==> config.mk <==
export PLATFORM = sky130hd
export DESIGN_NAME = arp_request
export DESIGN_NICKNAME = d
export VERILOG_FILES = /design/src/rtl/arp_request.sv
export SDC_FILE = /design/constraint.sdc
export NUM_CORES = 1
export LEC_CHECK = 0
export ABC_AREA = 1
export CAP_MARGIN = 0
export CELL_PAD_IN_SITES_DETAIL_PLACEMENT = 2
export CELL_PAD_IN_SITES_GLOBAL_PLACEMENT = 2
export CORE_UTILIZATION = 37
export CTS_BUF_LIST = sky130_fd_sc_hd__clkbuf_8
export DETAILED_ROUTE_END_ITERATION = 10
export DONT_BUFFER_PORTS = 1
export HOLD_SLACK_MARGIN = 0.02
export PLACE_DENSITY_LB_ADDON = 0.1
export SLEW_MARGIN = 20
export SYNTH_ARGS = -nofsm -noshare
export SYNTH_HDL_FRONTEND = slang
export SYNTH_SLANG_ARGS = --single-unit
==> constraint.sdc <==
create_clock -name clk -period 6.4 [get_ports clk]
set_input_delay 1.6 -clock clk [delete_from_list [all_inputs] [get_ports clk]]
set_output_delay 1.6 -clock clk [all_outputs]
set_load 0.02 [all_outputs]
==> src/rtl/arp_request.sv <==
// ARP request initiator.
// Streams a 28-byte ARP request payload to the Ethernet encoder (broadcast,
// ethertype 0x0806), waits for the matching reply and returns the resolved
// MAC address, retransmitting on timeout until the retry budget is spent.
// Optional feature: define ARP_CACHE_EN to add a single-entry resolution
// cache that answers repeated requests without sending a frame.
module arp_request #(
    parameter logic [47:0] MAC_ADDR       = 48'hDEADBEEFCAFE,
    parameter logic [31:0] IP_ADDR        = 32'h69696969,
    parameter int unsigned TIMEOUT_CYCLES = 12_500_000,
    parameter int unsigned MAX_RETRIES    = 3
) (
    input  logic        clk,
    input  logic        rst,
    input  logic        req_valid,
    input  logic [31:0] req_ip,
    output logic        req_ready,
    output logic        res_valid,
    output logic [47:0] res_mac,
    output logic        res_err,
    output logic        busy,
    output logic        tx_en,
    input  logic        tx_next,
    output logic        tx_ovalid,
    output logic [7:0]  tx_dout,
    output logic [47:0] tx_dest,
    output logic [15:0] tx_ethertype,
    input  logic        rx_done,
    input  logic [47:0] rx_sha,
    input  logic [31:0] rx_spa,
    input  logic [31:0] rx_tpa
);

    localparam int TIMER_W = (TIMEOUT_CYCLES > 1) ? $clog2(TIMEOUT_CYCLES) : 1;
    localparam int RETRY_W = (MAX_RETRIES > 0) ? $clog2(MAX_RETRIES + 1) : 1;
    localparam logic [TIMER_W-1:0] TIMER_LAST = TIMER_W'(TIMEOUT_CYCLES - 1);
    localparam logic [RETRY_W-1:0] RETRY_MAX  = RETRY_W'(MAX_RETRIES);

    typedef enum logic [1:0] {
        ST_IDLE,
        ST_SEND,
        ST_WAIT
    } state_t;

    state_t               state_q;
    logic [31:0]          target_q;
    logic [TIMER_W-1:0]   timer_q;
    logic [RETRY_W-1:0]   retry_q;
    logic [4:0]           idx_q;
    logic                 tx_en_q;
    logic                 res_valid_q;
    logic                 res_err_q;
    logic [47:0]          res_mac_q;

    logic [7:0]           payload_byte;
    logic                 tx_accept;
    logic                 rx_match;
    logic                 timer_expired;
    logic                 cache_hit;
    logic [47:0]          cache_mac;

    assign tx_dest      = 48'hFFFFFFFFFFFF;
    assign tx_ethertype = 16'h0806;

    assign req_ready = (state_q == ST_IDLE);
    assign busy      = (state_q != ST_IDLE);
    assign tx_ovalid = (state_q == ST_SEND);
    assign tx_dout   = (state_q == ST_SEND) ? payload_byte : 8'h00;
    assign tx_en     = tx_en_q;
    assign res_valid = res_valid_q;
    assign res_err   = res_err_q;
    assign res_mac   = res_mac_q;

    assign tx_accept     = tx_next && tx_ovalid;
    assign rx_match      = rx_done && (rx_spa == target_q) && (rx_tpa == IP_ADDR);
    assign timer_expired = (timer_q == TIMER_LAST);

`ifdef ARP_CACHE_EN
    logic        cache_vld_q;
    logic [31:0] cache_ip_q;
    logic [47:0] cache_mac_q;

    assign cache_hit = cache_vld_q && (cache_ip_q == req_ip);
    assign cache_mac = cache_mac_q;

    // Learn from every reply addressed to us; a successful resolution is such a reply, so it is covered too
    always_ff @(posedge clk or negedge rst) begin
        if (!rst) begin
            cache_vld_q <= 1'b0;
            cache_ip_q  <= '0;
            cache_mac_q <= '0;
        end else if (rx_done && (rx_tpa == IP_ADDR)) begin
            cache_vld_q <= 1'b1;
            cache_ip_q  <= rx_spa;
            cache_mac_q <= rx_sha;
        end
    end
`else
    assign cache_hit = 1'b0;
    assign cache_mac = 48'h0;
`endif

    // Payload byte selected by the current index: fixed ARP header, our addresses, blank THA, target IP
    always_comb begin
        payload_byte = 8'h00;
        case (idx_q)
            5'd0:  payload_byte = 8'h00;
            5'd1:  payload_byte = 8'h01;
            5'd2:  payload_byte = 8'h08;
            5'd3:  payload_byte = 8'h00;
            5'd4:  payload_byte = 8'h06;
            5'd5:  payload_byte = 8'h04;
            5'd6:  payload_byte = 8'h00;
            5'd7:  payload_byte = 8'h01;
            5'd8:  payload_byte = MAC_ADDR[47:40];
            5'd9:  payload_byte = MAC_ADDR[39:32];
            5'd10: payload_byte = MAC_ADDR[31:24];
            5'd11: payload_byte = MAC_ADDR[23:16];
            5'd12: payload_byte = MAC_ADDR[15:8];
            5'd13: payload_byte = MAC_ADDR[7:0];
            5'd14: payload_byte = IP_ADDR[31:24];
            5'd15: payload_byte = IP_ADDR[23:16];
            5'd16: payload_byte = IP_ADDR[15:8];
            5'd17: payload_byte = IP_ADDR[7:0];
            5'd24: payload_byte = target_q[31:24];
            5'd25: payload_byte = target_q[23:16];
            5'd26: payload_byte = target_q[15:8];
            5'd27: payload_byte = target_q[7:0];
            default: payload_byte = 8'h00;
        endcase
    end

    // Request / transmit / wait-for-reply sequencing with retransmission on timeout
    always_ff @(posedge clk or negedge rst) begin
        if (!rst) begin
            state_q     <= ST_IDLE;
            target_q    <= '0;
            timer_q     <= '0;
            retry_q     <= '0;
            idx_q       <= '0;
            tx_en_q     <= 1'b0;
            res_valid_q <= 1'b0;
            res_err_q   <= 1'b0;
            res_mac_q   <= '0;
        end else begin
            res_valid_q <= 1'b0;
            case (state_q)
                ST_IDLE: begin
                    if (req_valid) begin
                        if (cache_hit) begin
                            res_valid_q <= 1'b1;
                            res_mac_q   <= cache_mac;
                            res_err_q   <= 1'b0;
                        end else begin
                            target_q <= req_ip;
                            retry_q  <= '0;
                            idx_q    <= '0;
                            tx_en_q  <= 1'b1;
                            state_q  <= ST_SEND;
                        end
                    end
                end
                ST_SEND: begin
                    if (tx_accept) begin
                        if (idx_q == 5'd27) begin
                            tx_en_q <= 1'b0;
                            timer_q <= '0;
                            state_q <= ST_WAIT;
                        end else begin
                            idx_q <= idx_q + 5'd1;
                        end
                    end
                end
                ST_WAIT: begin
                    timer_q <= timer_q + TIMER_W'(1);
                    if (rx_match) begin
                        res_valid_q <= 1'b1;
                        res_mac_q   <= rx_sha;
                        res_err_q   <= 1'b0;
                        state_q     <= ST_IDLE;
                    end else if (timer_expired) begin
                        if (retry_q < RETRY_MAX) begin
                            retry_q <= retry_q + RETRY_W'(1);
                            idx_q   <= '0;
                            tx_en_q <= 1'b1;
                            state_q <= ST_SEND;
                        end else begin
                            res_valid_q <= 1'b1;
                            res_mac_q   <= '0;
                            res_err_q   <= 1'b1;
                            state_q     <= ST_IDLE;
                        end
                    end
                end
                default: state_q <= ST_IDLE;
            endcase
        end
    end

endmodule
==> metrics.txt <==
status=finished, final reports clean; crit path capture type=output port; Netlist Area Pre-Place=0.00738 mm^2; critical-path cell list=inv_1 -> ha_1 -> inv_1 -> nor3_1 -> inv_1 -> o22ai_1 -> a211oi_1 -> a21oi_1; final worst path period share=68.6%; Simple-Gate Fraction of Synth Area=between 30% and 40%; startpoint types=register; row count=51; DR vias=around 6,800; Power, Total=2.29 mW; Post-Synth Adder-Cell Area=1.19%; Final Routed Wirelength=between 20,000 and 25,000 um; crit-path leading delay family=compound AO/OA/AOI/OAI gates; Yosys warning count=0; synth cell count leaders=nand2_1 (368), nor2_1 (131), inv_1 (127), dfrtp_1 (116), buf_4 (65); Post-synth EDFFs=0; Routed WL per cell=approximately 18 um; Port Buffers=0; I/O pin cnt=between 200 and 300; most used flip-flop cell after synthesis=dfrtp_1; first-pass GRT wire length=38,400 um; Setup TNS=0 ns; #FFs+latches synth=116; GRT overflow=0; setup repair bufs after CTS=0; Synth top area share=slightly below 40%; die width=143 um; count of different cell masters after synthesis=43; mux contribution to synthesized area=0%; Area contributors post-synth=dfrtp_1 (39%), nand2_1 (19%), nor2_1 (6.7%), buf_4 (6.6%), inv_1 (6.5%); number of global-route vias before repair=7,275; Root Buffer=clkbuf_8; sequential-to-total area share from yosys stat=39.3%; syn avg cell area=6.88 um^2; Least-Margin Pin Slew=0.759 ns; clock-pin slew on the worst setup and hold paths=0.08 ns; H-tree Lvls=4; Critical Path Stages=8; final setup violation count=0; MaxCap Viol Count=0; fraction of the mapped netlist area in compound gates=7.16%; max-slew violation count=0; VDD IR max=0.000115 V; endpoints failing hold=0; Lkg Pwr=about 4.3 nW; largest net degree at the start of global routing=~120; FFs w/ async S/R, synth=100%; Post-DRT Antenna Nets=0; chip height=143 um; Net count, final=~1,200; Cells on Worst Hold Path=2; CP required=4.80 ns; Residual DRC=0; vias per inst=5.02; post-synth top area cell=dfrtp_1; largest family of logic cells by synthesized area=simple AND/OR/NAND/NOR gates; Post-Synth XOR/XNOR Area=less than 1%; Crit path top cell by count=inv_1; Hold Path Class=reg -> reg; worst-skew pair later-pin latency=0.45 ns; Critical-path top delay cell=nor3_1; Rel. slew slack=49.3%; DIE AREA=0.0205 mm^2; Core ar.=0.0195 mm^2; worst path bufs/invs=3; hold buffers post-CTS=0; Pwr Density=296 mW/mm^2; TritonCTS clock tree=built; Crit Path Category=reg -> out; crit path max fanout=6; delay of the slowest critical-path stage=0.58 ns; All-Layer GR Usage=24.6%; Post-Syn Instances=between 1,000 and 1,500; share of layout cells above drive strength 1=6.55%; initial antenna violation count=0; Starting DRT DRC Count=267; Reg2Reg Depth=12; antenna cells=0; Clock Skew=0.0171 ns; post-CTS sizing=0; drt pass-1 iters=4; Layout Area Growth over Synthesis=5.05%; total CTS buffers=17; fmax=between 200 and 250 MHz; clk sink count=116; RSZ-0062 raised after global routing=false; Starting Density=37.8%; Longest Clk Path Bufs=2; Final min period=around 4.4 ns; most frequent cell after synthesis=nand2_1; dpl hpwl=19,400 um; Placer Congestion=0.896; Crit path arrival time=2.79 ns
-- path summary, 6_finish.rpt --
| kind | start | end | slack [ns] |
|---|---|---|---|
| setup / recovery | idx_q[1]$_DFFE_PN0P_ | tx_dout[7] | 2.01 |
| min in group asynchronous | rst | res_valid$_DFF_PN0_ | 0.84 |
| setup reg to reg | target_q[4]$_DFFE_PN0P_ | res_mac[14]$_DFFE_PN0P_ | 3.67 |
| hold / removal | retry_q[1]$_DFFE_PN0P_ | retry_q[1]$_DFFE_PN0P_ | 0.50 |
| hold reg to reg | retry_q[1]$_DFFE_PN0P_ | retry_q[1]$_DFFE_PN0P_ | 0.50 |
| max in group asynchronous | rst | target_q[28]$_DFFE_PN0P_ | 5.35 |
-- metrics by stage --
stage	setup WS (ns)	instances	utilization, %	hold slack [ns]	cell area (um^2)
2_1_floorplan	2.98	1135	-	0.446	7610
5_1_grt	1.75	1349	39.7	0.553	7750
3_3_place_gp	2.58	1317	37.6	0.470	7350
6_report	2.01	1349	39.7	0.499	7750
3_5_place_dp	2.50	1317	37.6	0.485	7350
4_1_cts	2.00	1349	39.7	0.504	7750
-- registers in the layout, summed over array words and instances, names as in the netlist --
register   flops
target_q      32
idx_q          5
res_mac       48
timer_q       24
tx_en          1
state_q        2
res_valid      1
retry_q        2
res_err        1
-- area by class of cell --
type | instances | area (um^2)
Timing Repair Buffer | 2 | 15.0
Fill cell | 2428 | 11800
Inverter | 139 | 527
Clock inverter | 14 | 155
Sequential cell | 116 | 2900
Tap cell | 265 | 332
Multi-Input combinational cell | 795 | 3570
Clock buffer | 18 | 248
-- routing by layer --
layer / track usage (%) / vias to the layer above / routed length [um]
li1: - / 3231 / -
met1: 31.8 / 3301 / 10900
met2: 40.6 / 219 / 11400
met3: 6.17 / 22 / 1740
met4: 6.77 / 0 / 311
met5: 0 / - / 0
-- logic make-up (layout without fill, tap and decap cells) --
logic type      Yosys count  in the layout
compound gates           93             93
flops                   116            116
other cells               2             64
simple gates            628            628
buf+inv                 224            173
fa+ha+maj                 7              7
xor+xnor                  3              3
-- tightest hold or removal path, cell delays in order (launching register included) --
cell     delay, ns
dfrtp_1       0.36
nand2_1       0.06
nand2_1       0.05
-- layout by cell type (no fill, tap or decap), types with 2 or more instances in the layout --
master / n
conb_1: 64
inv_2: 11
nor4_1: 5
inv_8: 5
nand4_1: 37
o22ai_1: 5
nor3b_1: 2
nor3_2: 5
a41oi_1: 4
nand2_4: 2
xor2_1: 3
nand2_1: 367
nor3_1: 25
clkinv_4: 2
ha_1: 7
or2_1: 2
nor2_1: 131
nor2_2: 3
buf_4: 2
dfrtp_1: 116
a211oi_1: 3
o21ai_0: 10
nand3_1: 29
nand2_2: 5
a21oi_1: 56
inv_1: 127
clkbuf_8: 18
nor2_4: 7
inv_6: 6
a22oi_1: 6
o21ai_1: 3
nand3b_1: 4
-- power breakdown --
group,switching [mW],leakage [nW],internal [mW],total (mW)
Sequential,0.115,1.40,0.826,0.941
Combinational,0.466,2.66,0.173,0.639
Clock,0.375,0.205,0.338,0.713
Note: power is estimated with default switching activity, not from simulation.
